--- src/rtl/ref_cache_tag_update_pkg.sv ---
// Shared constants and types for the reference-cache tag update block.
// Latency: n/a (declarations only).
// Backpressure: n/a. Optional macro REF_CACHE_PLRU_EN selects tree pseudo-LRU replacement.
package ref_cache_tag_update_pkg;

    localparam int C_N_WAY       = 3;   // log2 of associativity
    localparam int TAG_ADDR_WDTH = 20;
    localparam int C_N_SET_BITS  = 5;   // log2 of set count

    localparam int N_WAYS = 1 << C_N_WAY;
    localparam int N_SETS = 1 << C_N_SET_BITS;

    // Tree pseudo-LRU needs one node bit per internal node of the way tree
    localparam int PLRU_W = N_WAYS - 1;

`ifdef REF_CACHE_PLRU_EN
    localparam bit PLRU_EN = 1'b1;
`else
    localparam bit PLRU_EN = 1'b0;
`endif

    // Per-set replacement state: tree bits, or a round-robin way pointer
    localparam int REPL_W = PLRU_EN ? PLRU_W : C_N_WAY;

    typedef enum logic [1:0] {
        ST_IDLE      = 2'd0,
        ST_FILL_REQ  = 2'd1,
        ST_FILL_WAIT = 2'd2,
        ST_TAG_WR    = 2'd3
    } state_e;

    typedef logic [N_WAYS-1:0] way_mask_t;
    typedef logic [REPL_W-1:0] repl_t;

endpackage

--- src/rtl/ref_cache_victim_sel.sv ---
// Victim way selection and replacement-state update for one set (purely combinational).
// Latency: 0 cycles.
// Backpressure: none; REF_CACHE_PLRU_EN selects tree pseudo-LRU, otherwise round-robin pointer.
module ref_cache_victim_sel
    import ref_cache_tag_update_pkg::*;
(
    input  logic [N_WAYS-1:0]  valid_bits,
    input  logic [REPL_W-1:0]  repl_state,
    input  logic [C_N_WAY-1:0] acc_way,
    input  logic               acc_is_fill,
    output logic [C_N_WAY-1:0] victim_way,
    output logic               set_full,
    output logic [REPL_W-1:0]  repl_next
);

    logic [C_N_WAY-1:0] policy_way;
    logic [C_N_WAY-1:0] first_inv;

    // Lowest-index invalid way; the policy way is only used once the set is full
    always_comb begin
        first_inv = '0;
        for (int i = N_WAYS - 1; i >= 0; i--) begin
            if (!valid_bits[i]) begin
                first_inv = C_N_WAY'(i);
            end
        end
        set_full   = &valid_bits;
        victim_way = set_full ? policy_way : first_inv;
    end

`ifdef REF_CACHE_PLRU_EN
    // Tree layout: bit0 root, bits[2:1] second level, bits[6:3] leaf pairs.
    // A 0 bit steers the victim to the lower half below that node.
    logic [1:0] mids;
    logic [3:0] leaves;
    logic [1:0] mids_n;
    logic [3:0] leaves_n;
    logic       unused_acc_is_fill;

    assign unused_acc_is_fill = acc_is_fill;

    // Walk the tree for the victim, and point every node on the accessed path away from it
    always_comb begin
        mids     = repl_state[2:1];
        leaves   = repl_state[6:3];
        policy_way[2] = repl_state[0];
        policy_way[1] = mids[policy_way[2]];
        policy_way[0] = leaves[policy_way[2:1]];

        mids_n   = mids;
        leaves_n = leaves;
        mids_n[acc_way[2]]     = ~acc_way[1];
        leaves_n[acc_way[2:1]] = ~acc_way[0];
        repl_next = {leaves_n, mids_n, ~acc_way[2]};
    end
`else
    logic [C_N_WAY-1:0] unused_acc_way;

    assign unused_acc_way = acc_way;

    // Round-robin: pointer advances only when a fill evicts from a full set
    always_comb begin
        policy_way = repl_state;
        repl_next  = (acc_is_fill && set_full) ? repl_state + REPL_W'(1) : repl_state;
    end
`endif

endmodule

--- src/rtl/ref_cache_tag_update.sv ---
// Write side of the reference-cache tag store: hit bookkeeping, miss fill sequencing, valid bits.
// Latency: hit resp 1 cycle after accept; miss resp 3 cycles + fill_req_ready wait + fill_done wait.
// Backpressure: lkp_ready only in IDLE with no invalidate pending; fill request held until fill_req_ready.
// Optional macro REF_CACHE_PLRU_EN switches replacement from round-robin to tree pseudo-LRU.
module ref_cache_tag_update
    import ref_cache_tag_update_pkg::*;
(
    input  logic                     clk,
    input  logic                     reset,
    input  logic                     lkp_valid,
    output logic                     lkp_ready,
    input  logic [C_N_SET_BITS-1:0]  lkp_set,
    input  logic [TAG_ADDR_WDTH-1:0] lkp_tag,
    input  logic                     cmp_ishit,
    input  logic [C_N_WAY-1:0]       cmp_set_idx,
    output logic [N_WAYS-1:0]        valid_bits_out,
    input  logic                     inv_all,
    output logic                     fill_req_valid,
    input  logic                     fill_req_ready,
    output logic [C_N_SET_BITS-1:0]  fill_req_set,
    output logic [C_N_WAY-1:0]       fill_req_way,
    output logic [TAG_ADDR_WDTH-1:0] fill_req_tag,
    input  logic                     fill_done,
    output logic                     tag_wr_en,
    output logic [C_N_SET_BITS-1:0]  tag_wr_set,
    output logic [C_N_WAY-1:0]       tag_wr_way,
    output logic [TAG_ADDR_WDTH-1:0] tag_wr_tag,
    output logic                     resp_valid,
    output logic                     resp_hit,
    output logic [C_N_WAY-1:0]       resp_way
);

    state_e                     state_q, state_d;
    logic [C_N_SET_BITS-1:0]    set_q, set_d;
    logic [TAG_ADDR_WDTH-1:0]   tag_q, tag_d;
    logic [C_N_WAY-1:0]         way_q, way_d;
    logic                       hit_resp_q, hit_resp_d;
    logic                       pend_q, pend_d;
    way_mask_t                  valid_q [N_SETS];
    way_mask_t                  valid_d [N_SETS];
    repl_t                      repl_q  [N_SETS];
    repl_t                      repl_d  [N_SETS];

    logic [C_N_SET_BITS-1:0]    sel_set;
    logic                       in_tag_wr;
    logic                       lkp_acc;
    logic [C_N_WAY-1:0]         vs_victim;
    logic                       vs_full;
    repl_t                      vs_repl_next;

    // Accept and tag write never share a cycle, so one selector serves both
    assign in_tag_wr = (state_q == ST_TAG_WR);
    assign sel_set   = in_tag_wr ? set_q : lkp_set;

    ref_cache_victim_sel u_victim_sel (
        .valid_bits  (valid_q[sel_set]),
        .repl_state  (repl_q[sel_set]),
        .acc_way     (in_tag_wr ? way_q : cmp_set_idx),
        .acc_is_fill (in_tag_wr),
        .victim_way  (vs_victim),
        .set_full    (vs_full),
        .repl_next   (vs_repl_next)
    );

    // An invalidate (new or pending) blocks lookups until it has been applied
    assign lkp_ready = !reset && (state_q == ST_IDLE) && !inv_all && !pend_q;
    assign lkp_acc   = lkp_valid && lkp_ready;

    // A pending invalidate hides the line just filled so the comparator never hits on it
    assign valid_bits_out = pend_q ? '0 : valid_q[lkp_set];

    assign fill_req_valid = (state_q == ST_FILL_REQ);
    assign fill_req_set   = set_q;
    assign fill_req_way   = way_q;
    assign fill_req_tag   = tag_q;

    assign tag_wr_en  = in_tag_wr;
    assign tag_wr_set = set_q;
    assign tag_wr_way = way_q;
    assign tag_wr_tag = tag_q;

    assign resp_valid = hit_resp_q || in_tag_wr;
    assign resp_hit   = hit_resp_q;
    assign resp_way   = way_q;

    // Next-state, capture and valid/replacement updates
    always_comb begin
        state_d    = state_q;
        set_d      = set_q;
        tag_d      = tag_q;
        way_d      = way_q;
        hit_resp_d = 1'b0;
        pend_d     = pend_q;
        valid_d    = valid_q;
        repl_d     = repl_q;

        unique case (state_q)
            ST_IDLE: begin
                if (inv_all || pend_q) begin
                    valid_d = '{default: '0};
                    repl_d  = '{default: '0};
                    pend_d  = 1'b0;
                end else if (lkp_acc) begin
                    set_d = lkp_set;
                    tag_d = lkp_tag;
                    if (cmp_ishit) begin
                        way_d           = cmp_set_idx;
                        hit_resp_d      = 1'b1;
                        repl_d[lkp_set] = vs_repl_next;
                    end else begin
                        way_d   = vs_victim;
                        state_d = ST_FILL_REQ;
                    end
                end
            end
            ST_FILL_REQ: begin
                if (fill_req_ready) begin
                    state_d = ST_FILL_WAIT;
                end
            end
            ST_FILL_WAIT: begin
                if (fill_done) begin
                    state_d = ST_TAG_WR;
                end
            end
            ST_TAG_WR: begin
                valid_d[set_q][way_q] = 1'b1;
                repl_d[set_q]         = vs_repl_next;
                state_d               = ST_IDLE;
            end
            default: state_d = ST_IDLE;
        endcase

        // Invalidate arriving mid-miss is remembered and applied back in IDLE
        if (inv_all && (state_q != ST_IDLE)) begin
            pend_d = 1'b1;
        end
    end

    // State registers with synchronous reset; reset aborts any miss in flight
    always_ff @(posedge clk) begin
        if (reset) begin
            state_q    <= ST_IDLE;
            set_q      <= '0;
            tag_q      <= '0;
            way_q      <= '0;
            hit_resp_q <= 1'b0;
            pend_q     <= 1'b0;
            valid_q    <= '{default: '0};
            repl_q     <= '{default: '0};
        end else begin
            state_q    <= state_d;
            set_q      <= set_d;
            tag_q      <= tag_d;
            way_q      <= way_d;
            hit_resp_q <= hit_resp_d;
            pend_q     <= pend_d;
            valid_q    <= valid_d;
            repl_q     <= repl_d;
        end
    end

    // Vacuous use of vs_full keeps the selector port visible to the top for readability
    logic unused_vs_full;
    assign unused_vs_full = vs_full;

endmodule

--- config.mk ---
export PLATFORM = sky130hd
export DESIGN_NAME = ref_cache_tag_update
export DESIGN_NICKNAME = d
export VERILOG_FILES = /design/src/rtl/ref_cache_tag_update_pkg.sv /design/src/rtl/ref_cache_victim_sel.sv /design/src/rtl/ref_cache_tag_update.sv
export SDC_FILE = /design/constraint.sdc
export NUM_CORES = 1
export LEC_CHECK = 0
export CORE_UTILIZATION = 35
export DETAILED_ROUTE_END_ITERATION = 10
export PLACE_DENSITY_LB_ADDON = 0.08
export SYNTH_ARGS = -nofsm -noshare
export SYNTH_HDL_FRONTEND = slang
export SYNTH_SLANG_ARGS = --single-unit
--- constraint.sdc ---
create_clock -name clk -period 15 [get_ports clk]
set_input_delay 4.5 -clock clk [delete_from_list [all_inputs] [get_ports clk]]
set_output_delay 4.5 -clock clk [all_outputs]
set_load 0.02 [all_outputs]
Yosys cells after proc, flatten, opt, wreduce, memory -nomap -nowiden
Index checks and enable logic that the tools add are counted.
{"block": "totals", "register_bits": 384, "latch_bits": 0, "ram_bits": 0, "mem_bits_ro": 0, "output_inout_bits": 72, "mem_count": 0}
{"block": "classes", "addsub": 1, "n_mul": 0, "n_div": 0, "order_cmp": 7, "n_eq_ne": 11, "n_shift": 0, "mux": 48, "n_bitwise": 7, "n_reduce_logical": 26}
{"operator": "$pmux 256 s2", "n": 1}
{"operator": "$mux 96", "n": 3}
{"operator": "$mux 256", "n": 1}
{"operator": "$or 256x256->256", "n": 1}
{"operator": "$bwmux 96", "n": 2}
{"operator": "$pmux 96 s2", "n": 1}
{"operator": "$bmux 8 s5", "n": 2}
{"operator": "$mux 8", "n": 6}
{"operator": "$mux 3", "n": 15}
{"operator": "$demux 8 s5", "n": 1}
{"operator": "$demux 3 s5", "n": 2}
{"operator": "$ge 6x6->1 const B", "n": 3}
{"operator": "$not 5->6", "n": 3}
{"operator": "$bmux 3 s5", "n": 1}
{"operator": "$lt 6x1->1 const B", "n": 2}
{"operator": "$mux 2", "n": 5}
{"operator": "$logic_and 1x1->1", "n": 9}
{"operator": "$ne 2x2->1 const B", "n": 4}
{"operator": "$pmux 2 s4", "n": 1}
{"operator": "$reduce_and 8->1", "n": 1}
{"operator": "$reduce_bool 2->1", "n": 4}
{"operator": "$ne 3x2->1 const B", "n": 2}
{"operator": "$reduce_and 3->1", "n": 2}
{"operator": "$mux 1", "n": 5}
{"operator": "15 further kinds", "n": 23}

Longest topological paths before layout
Gate-level depths: netlist (run 1).
{"block": "depth", "ltp_word": 16, "ltp_mapped": 18, "mapped_depth_nobuf": 13}

Hierarchy
Synthesis (run 1) repeated with hierarchy kept, for this count alone.
{"block": "unflattened", "hier_cells": 2216, "area_unflattened_um2": 19532.5}
{"module": "ref_cache_tag_update", "instances": 1, "cells_per_inst": 2195, "area_per_inst_um2": 19374.8, "seq_area_each_um2": 7687.4}
{"module": "ref_cache_victim_sel", "instances": 1, "cells_per_inst": 21, "area_per_inst_um2": 157.7, "seq_area_each_um2": 0.0}

Least setup slack after synthesis (run 1)
Ideal clock, no wire load.
{"block": "synth_timing", "kind": "input to output", "startpoint": "in lkp_set[0]", "endpoint": "out valid_bits_out[4]", "t_arrival_ns": 6.731, "required_time_ns": 10.500, "path_slack_ns": 3.769, "path_stages": 6, "n_path_buf": 3, "path_cell_list": "clkbuf_1 buf_1 buf_1 mux4_2 a22oi_1 a41oi_1"}
{"block": "synth_between", "elab_chain_len": 5}
{"element": "start: declaration", "line_no": "ref_cache_tag_update.sv:12", "source": "input logic [C_N_SET_BITS-1:0] lkp_set,"}
{"element": "$not 5->6 (implied by the code)", "line_no": "ref_cache_tag_update.sv:70", "source": "assign valid_bits_out = pend_q ? '0 : valid_q[lkp_set];"}
{"element": "$bmux 8 s5", "line_no": "ref_cache_tag_update.sv:70"}
{"element": "$mux 8 (implied by the code) (2 in series)", "line_no": "ref_cache_tag_update.sv:70"}
{"element": "$mux 8", "line_no": "ref_cache_tag_update.sv:70"}
{"element": "end: declaration", "line_no": "ref_cache_tag_update.sv:16", "source": "output logic [N_WAYS-1:0] valid_bits_out,"}
Every way passes these cells. The select of a mux whose other input is x is not followed.

Worst setup path after layout (run 1)
{"block": "layout_timing", "startpoint": "in lkp_set[3]", "endpoint": "out valid_bits_out[3]"}
The elaborated chain is that of the path after synthesis.

==> impl_metrics.ini, run 1 <==
[run_status]
status = completed

[global_routing]
overflow = 0
grt_start_max_net_pins = 199
grtUsageMet1_pct = 34.0
grt_util_met3_pct = 3.32
gr-usage-all-layers_pct = 25.2
grt_pass1_vias = 15700
busiest_layer = met2
grt_use_met2_pct = 41.2
grt_pass1_wl_um = 102000
grt_antenna_before_repair = 0

[min_path]
min_path_type = reg -> reg

[synthesis]
async_reset_ff_share_pct = 0
synth_fp_nets = 2171
seq_area_frac_synth_pct = 41.1
synthMuxAreaShare_pct = 18.2
synth_edf_count = 0
synth.largest_area_cell = dfxtp_1
synth_compound_area_share_pct = 17.8
syn-cell-area_mm2 = 0.0187
avgSynthCellArea_um2 = 8.79
yosysMostFrequentCell = dfxtp_1
yosysWarnings = 0
synth_ff_type = dfxtp_1
synth_common_cells = dfxtp_1 (384), nor2_1 (347), a21oi_1 (303)
ys_types = 60
synthAdderAreaFrac_pct = 0.334
synth-xor-area-share_pct = 0.0936
synth-seq-cells = 384
netlist_top_cells_area = dfxtp_1 (41%), mux4_2 (14%), a21oi_1 (8.1%)
synthSimpleGateAreaFrac_pct = 17.3
syn_inst = 2131
synth_top_family_by_area = multiplexers
synth_top_area_share_pct = 41.1

[power]
peakVddDrop_v = 0.0000768
powerDensity_mw_per_mm2 = 123
total_power_w = 0.00264
leakage_nw = 7.11

[flow_run]
drv_cap = 0

[layout]
antenna_cells = 0
drive_above_1_share_pct = 12.2
nNetsFinal = 2155
area_growth_pct = 14.8

[floorplanning]
dieArea_mm2 = 0.0544
rows = 84
fp.coreArea_mm2 = 0.0527
initial_core_util_pct = 35.6
ioPinCount = 107
die_w_um = 233
die_h_um = 233

[detailed_routing]
drcViolationCount = 0
wl_per_cell_um = 24.4
routed_via_density = 5.84
dr.first_iter.drc_count = 1597
routed_wl_um = 69300
dr.pass1.iters = 5
num_vias = 16600
ant_nets = 0

[sta]
slew_viol_final = 0
whs_ns = 0.446
relSlewSlack_pct = 9.97
rsz0062_at_grt = false
fin_setup_tns_ns = 0
fin_crit_sh_pct = 82.6
finalHoldViolCount = 0
min_period_ns = 12.39
worst_pin_slew_ns = 1.35
clock.fmax_ghz = 0.0807
skew_ns = 0.0222
finalSetupViolations = 0

[setup_path]
start_kind = input port
critical_path.max_fanout = 17
arrival_ns = 7.89
r2r_slack_ns = 8.87
crit_required_ns = 10.50
crit_type = in -> out
worstSetupEndpointType = output pin

[cts]
ctsHtreeMaxLevel = 2
cts_resized = 0
cts-root-buf = clkbuf_16
cts_tree = built
cts_inserted_buffers = 44
path_clk_slew_ns = 0.06
clkLatencyLatePin_ns = 0.58
clk_path_buf_depth = 3
postCtsSetupBuffers = 0
hold_buffers = 0
clock_sinks = 384

[place]
dp_hpwl_um = 46800
gp_congestion = 0.886
io_buffers = 106
==> worst max-delay path, cell delays in order <==
cell             delay (ns)
clkdlybuf4s50_1        0.77
nor2b_1                0.45
and2_1                 0.76
a22oi_1                0.21
a41oi_1                0.47
clkdlybuf4s50_1        0.70
==> cell type report <==
class                   instances  area [um^2]
clock buffers                  57         1200
clock inverters                21          260
fillers                      5313        31200
inverters                       9         33.8
multi-input cells            1539        10200
flip-flops and latches        384         7690
well taps                     688          861
repair buffers                137         1310
==> cells by family (layout without fill, tap and decap cells) <==
logic type	count (synthesis)	after routing
AND/OR/NAND/NOR	748	748
AO/OA/AOI/OAI	601	601
flip-flops	384	384
buffers and inverters	208	224
multiplexers	183	183
adder cells (fa/ha/maj)	5	5
XOR/XNOR	2	2
==> power by group <==
part / internal (W) / leakage [nW] / switching, W
Sequential: 0.00103 / 3.10 / 0.0000230
Clock: 0.000652 / 0.714 / 0.000455
Combinational: 0.000128 / 3.30 / 0.000347
==> layer usage <==
metal / up-vias / part of all wire, %
met5: - / 0
met4: 0 / 3.0
met3: 131 / 5.7
met2: 569 / 48
met1: 8231 / 44
li1: 7626 / -
==> cell usage in the layout (no fill, tap or decap), types with 13 or more instances in the layout <==
master	n
dfxtp_1	384
nor2_1	340
a21oi_1	303
nand2_1	243
mux4_2	120
o21ai_0	110
clkdlybuf4s50_1	103
o21ai_1	61
mux2i_1	47
clkbuf_16	44
a31oi_1	43
nand4_1	36
a22oi_1	34
buf_4	31
nand3b_1	26
nand3_1	25
and3_1	13
==> path summary, 6_finish.rpt <==
check,start,end,cells after the start
max,lkp_set[3],valid_bits_out[3],6
min,repl_q[15],repl_q[15],2
max reg2reg,state_q[0],repl_q[14],11
min reg2reg,repl_q[15],repl_q[15],2
==> per-stage QoR <==
| stage | area (um^2) | utilization, % | cells | setup slack [ns] |
|---|---|---|---|---|
| 4_1_cts | 21500 | 40.8 | 2835 | 2.70 |
| 3_3_place_gp | 20000 | 38.1 | 2757 | 2.77 |
| 5_1_grt | 21500 | 40.8 | 2835 | 2.48 |
| 6_report | 21500 | 40.8 | 2835 | 2.61 |
| 3_5_place_dp | 20000 | 38.1 | 2757 | 2.71 |
| 2_1_floorplan | 18700 | - | 2131 | 3.77 |
==> state kept, by name, indices dropped and copies added, names as in the netlist <==
register	cells
pend_q	1
valid_q	256
fill_req_tag	20
fill_req_way	3
resp_hit	1
state_q	2
repl_q	96
fill_req_set	5
(Power assumes the default switching activity.)
==> run 2, diff against run 1 <==
clock period = 11.9 ns   (was 15 ns; I/O delays follow)
==> run 2 against run 1 <==
  * Power is 26% higher
  * Critical path type unchanged
  * Critical path depth unchanged
  * Sequential share of layout area is essentially flat
  * Final area hardly changed
==> impl_metrics.ini, run 2 (same netlist as run 1, synthesis figures left out) <==
[cts]
cts_inserted_buffers = 44
postCtsSetupBuffers = 0
path_clk_slew_ns = 0.06
ctsHtreeMaxLevel = 2
cts-root-buf = clkbuf_16
cts_resized = 0
clkLatencyLatePin_ns = 0.59
cts_tree = built
hold_buffers = 0
clock_sinks = 384
clk_path_buf_depth = 3

[sta]
fin_setup_tns_ns = 0
min_period_ns = 10.54
finalHoldViolCount = 0
clock.fmax_ghz = 0.0949
skew_ns = 0.0244
slew_viol_final = 0
fin_crit_sh_pct = 88.6
finalSetupViolations = 0
worst_pin_slew_ns = 1.25
relSlewSlack_pct = 16.5
rsz0062_at_grt = false

[power]
swShare_pct = 31.0
leakage_nw = 7.12
peakVddDrop_v = 0.000128
power_frac_clock_pct = 41.8
intPower_w = 0.00229
combPwrFrac_pct = 18.1
powerDensity_mw_per_mm2 = 154
total_power_w = 0.00332
p_switching_w = 0.00103
p_seq_share_pct = 40.2

[global_routing]
gr-usage-all-layers_pct = 25.5
grt_pass1_vias = 15700
overflow = 0
grt_start_max_net_pins = 200
grt_antenna_before_repair = 1
grt_pass1_wl_um = 103000

[layout]
nNetsFinal = 2157
fillers = 5267
fin_area_mm2 = 0.0215
final_common_cell = dfxtp_1
post-route-util_pct = 40.8
largest-register = valid_q
instances_no_fill = 2834
area_growth_pct = 14.9
largest_register_ffs = 256
drive_above_1_share_pct = 12.2
final_cell_mix = dfxtp_1 (384), nor2_1 (339), a21oi_1 (303), nand2_1 (243), mux4_2 (120)

[floorplanning]
die_h_um = 233
ioPinCount = 107
fp.coreArea_mm2 = 0.0527
rows = 84
die_w_um = 233
initial_core_util_pct = 35.6
dieArea_mm2 = 0.0544

[run_status]
status = completed

[detailed_routing]
dr.pass1.iters = 5
drcViolationCount = 0
num_vias = 16500
routed_wl_um = 69700
routed_via_density = 5.81
dr.first_iter.drc_count = 1305
ant_nets = 0
wl_per_cell_um = 24.6

[setup_path]
path_delay_family = buffers and inverters
worstPathBufferInverterCount = 2
arrival_ns = 6.97
worstSetupEndpointType = output pin
critical_path.max_fanout = 17
cp_cell_sequence = clkdlybuf4s50_1 -> nor2b_1 -> and2_1 -> a22oi_1 -> a41oi_1 -> clkdlybuf4s50_1
max_stage_delay_ns = 0.77
start_kind = input port
crit_type = in -> out
r2r_slack_ns = 6.10
crit_path_frequent_cell = clkdlybuf4s50_1
slowest_stage = and2_1
crit_required_ns = 8.33

[place]
gp_congestion = 0.889
place_area_mm2 = 0.0201
dp_hpwl_um = 47700
dp.cells = 2759
io_buffers = 106

[min_path]
min_path_type = reg -> reg

[flow_run]
drv_cap = 0
[run 2: cell count changes in the layout (fill, tap and decap cells not counted), sizes merged]
cell | previous run | this run
buf | 34 | 36
clkbuf | 57 | 61
bufinv | 5 | 4
clkinvlp | 3 | 1
diode | 0 | 1
clkinv | 11 | 6
[run 2: worst paths after layout]
check	from	end	cells after the start
worst max-delay path	lkp_set[3]	valid_bits_out[1]	6
worst min-delay path	repl_q[15]	repl_q[15]	2
worst max register to register	state_q[0]	repl_q[32]	13
worst min register to register	repl_q[15]	repl_q[15]	2
[run 2: layout make-up]
type / instances / area, um^2 / share of cell area (%)
antenna: 1 / 2.50 / 0.0116
clock buffer: 61 / 1270 / 5.89
clock inverter: 13 / 179 / 0.832
inverter: 9 / 33.8 / 0.157
multi-input combinational: 1539 / 10200 / 47.2
sequential: 384 / 7690 / 35.7
tap: 688 / 861 / 4.00
timing repair buffer: 139 / 1320 / 6.15
[run 2: worst reg2reg max path: cells and delay by family (launching register included)]
| kind | cells | cell delay (ns) |
|---|---|---|
| buf+inv | 3 | 1.84 |
| mux | 2 | 1.09 |
| compound gates | 3 | 0.84 |
| xor+xnor | 1 | 0.73 |
| simple gates | 3 | 0.47 |
| flops | 1 | 0.44 |
| fa+ha+maj | 1 | 0.23 |
[run 2: through the flow]
stage / hold slack, ns / setup slack (ns)
floorplan: 0.420 / 2.53
global placement: 0.431 / 1.53
detailed placement: 0.440 / 1.46
CTS: 0.449 / 1.47
global route: 0.466 / 1.26
finish: 0.447 / 1.36
[run 2: power groups by stage]
stage | combinational [W] | clock, W | sequential (W)
6_report | 0.000600 | 0.00139 | 0.00133
5_1_grt | 0.000643 | 0.00147 | 0.00134
4_1_cts | 0.000599 | 0.00142 | 0.00133
3_5_place_dp | 0.000597 | 0 | 0.00136
3_3_place_gp | 0.000597 | 0 | 0.00136
2_1_floorplan | 0.000386 | 0 | 0.00136
[run 2: metal layers]
layer  up-vias  global-route usage, %  part of all wire [%]
met3       113                   3.71                   5.7
met4         0                   7.80                   2.8
li1       7618                      -                     -
met2       567                   41.8                    48
met5         -                      0                     0
met1      8176                   34.5                    44
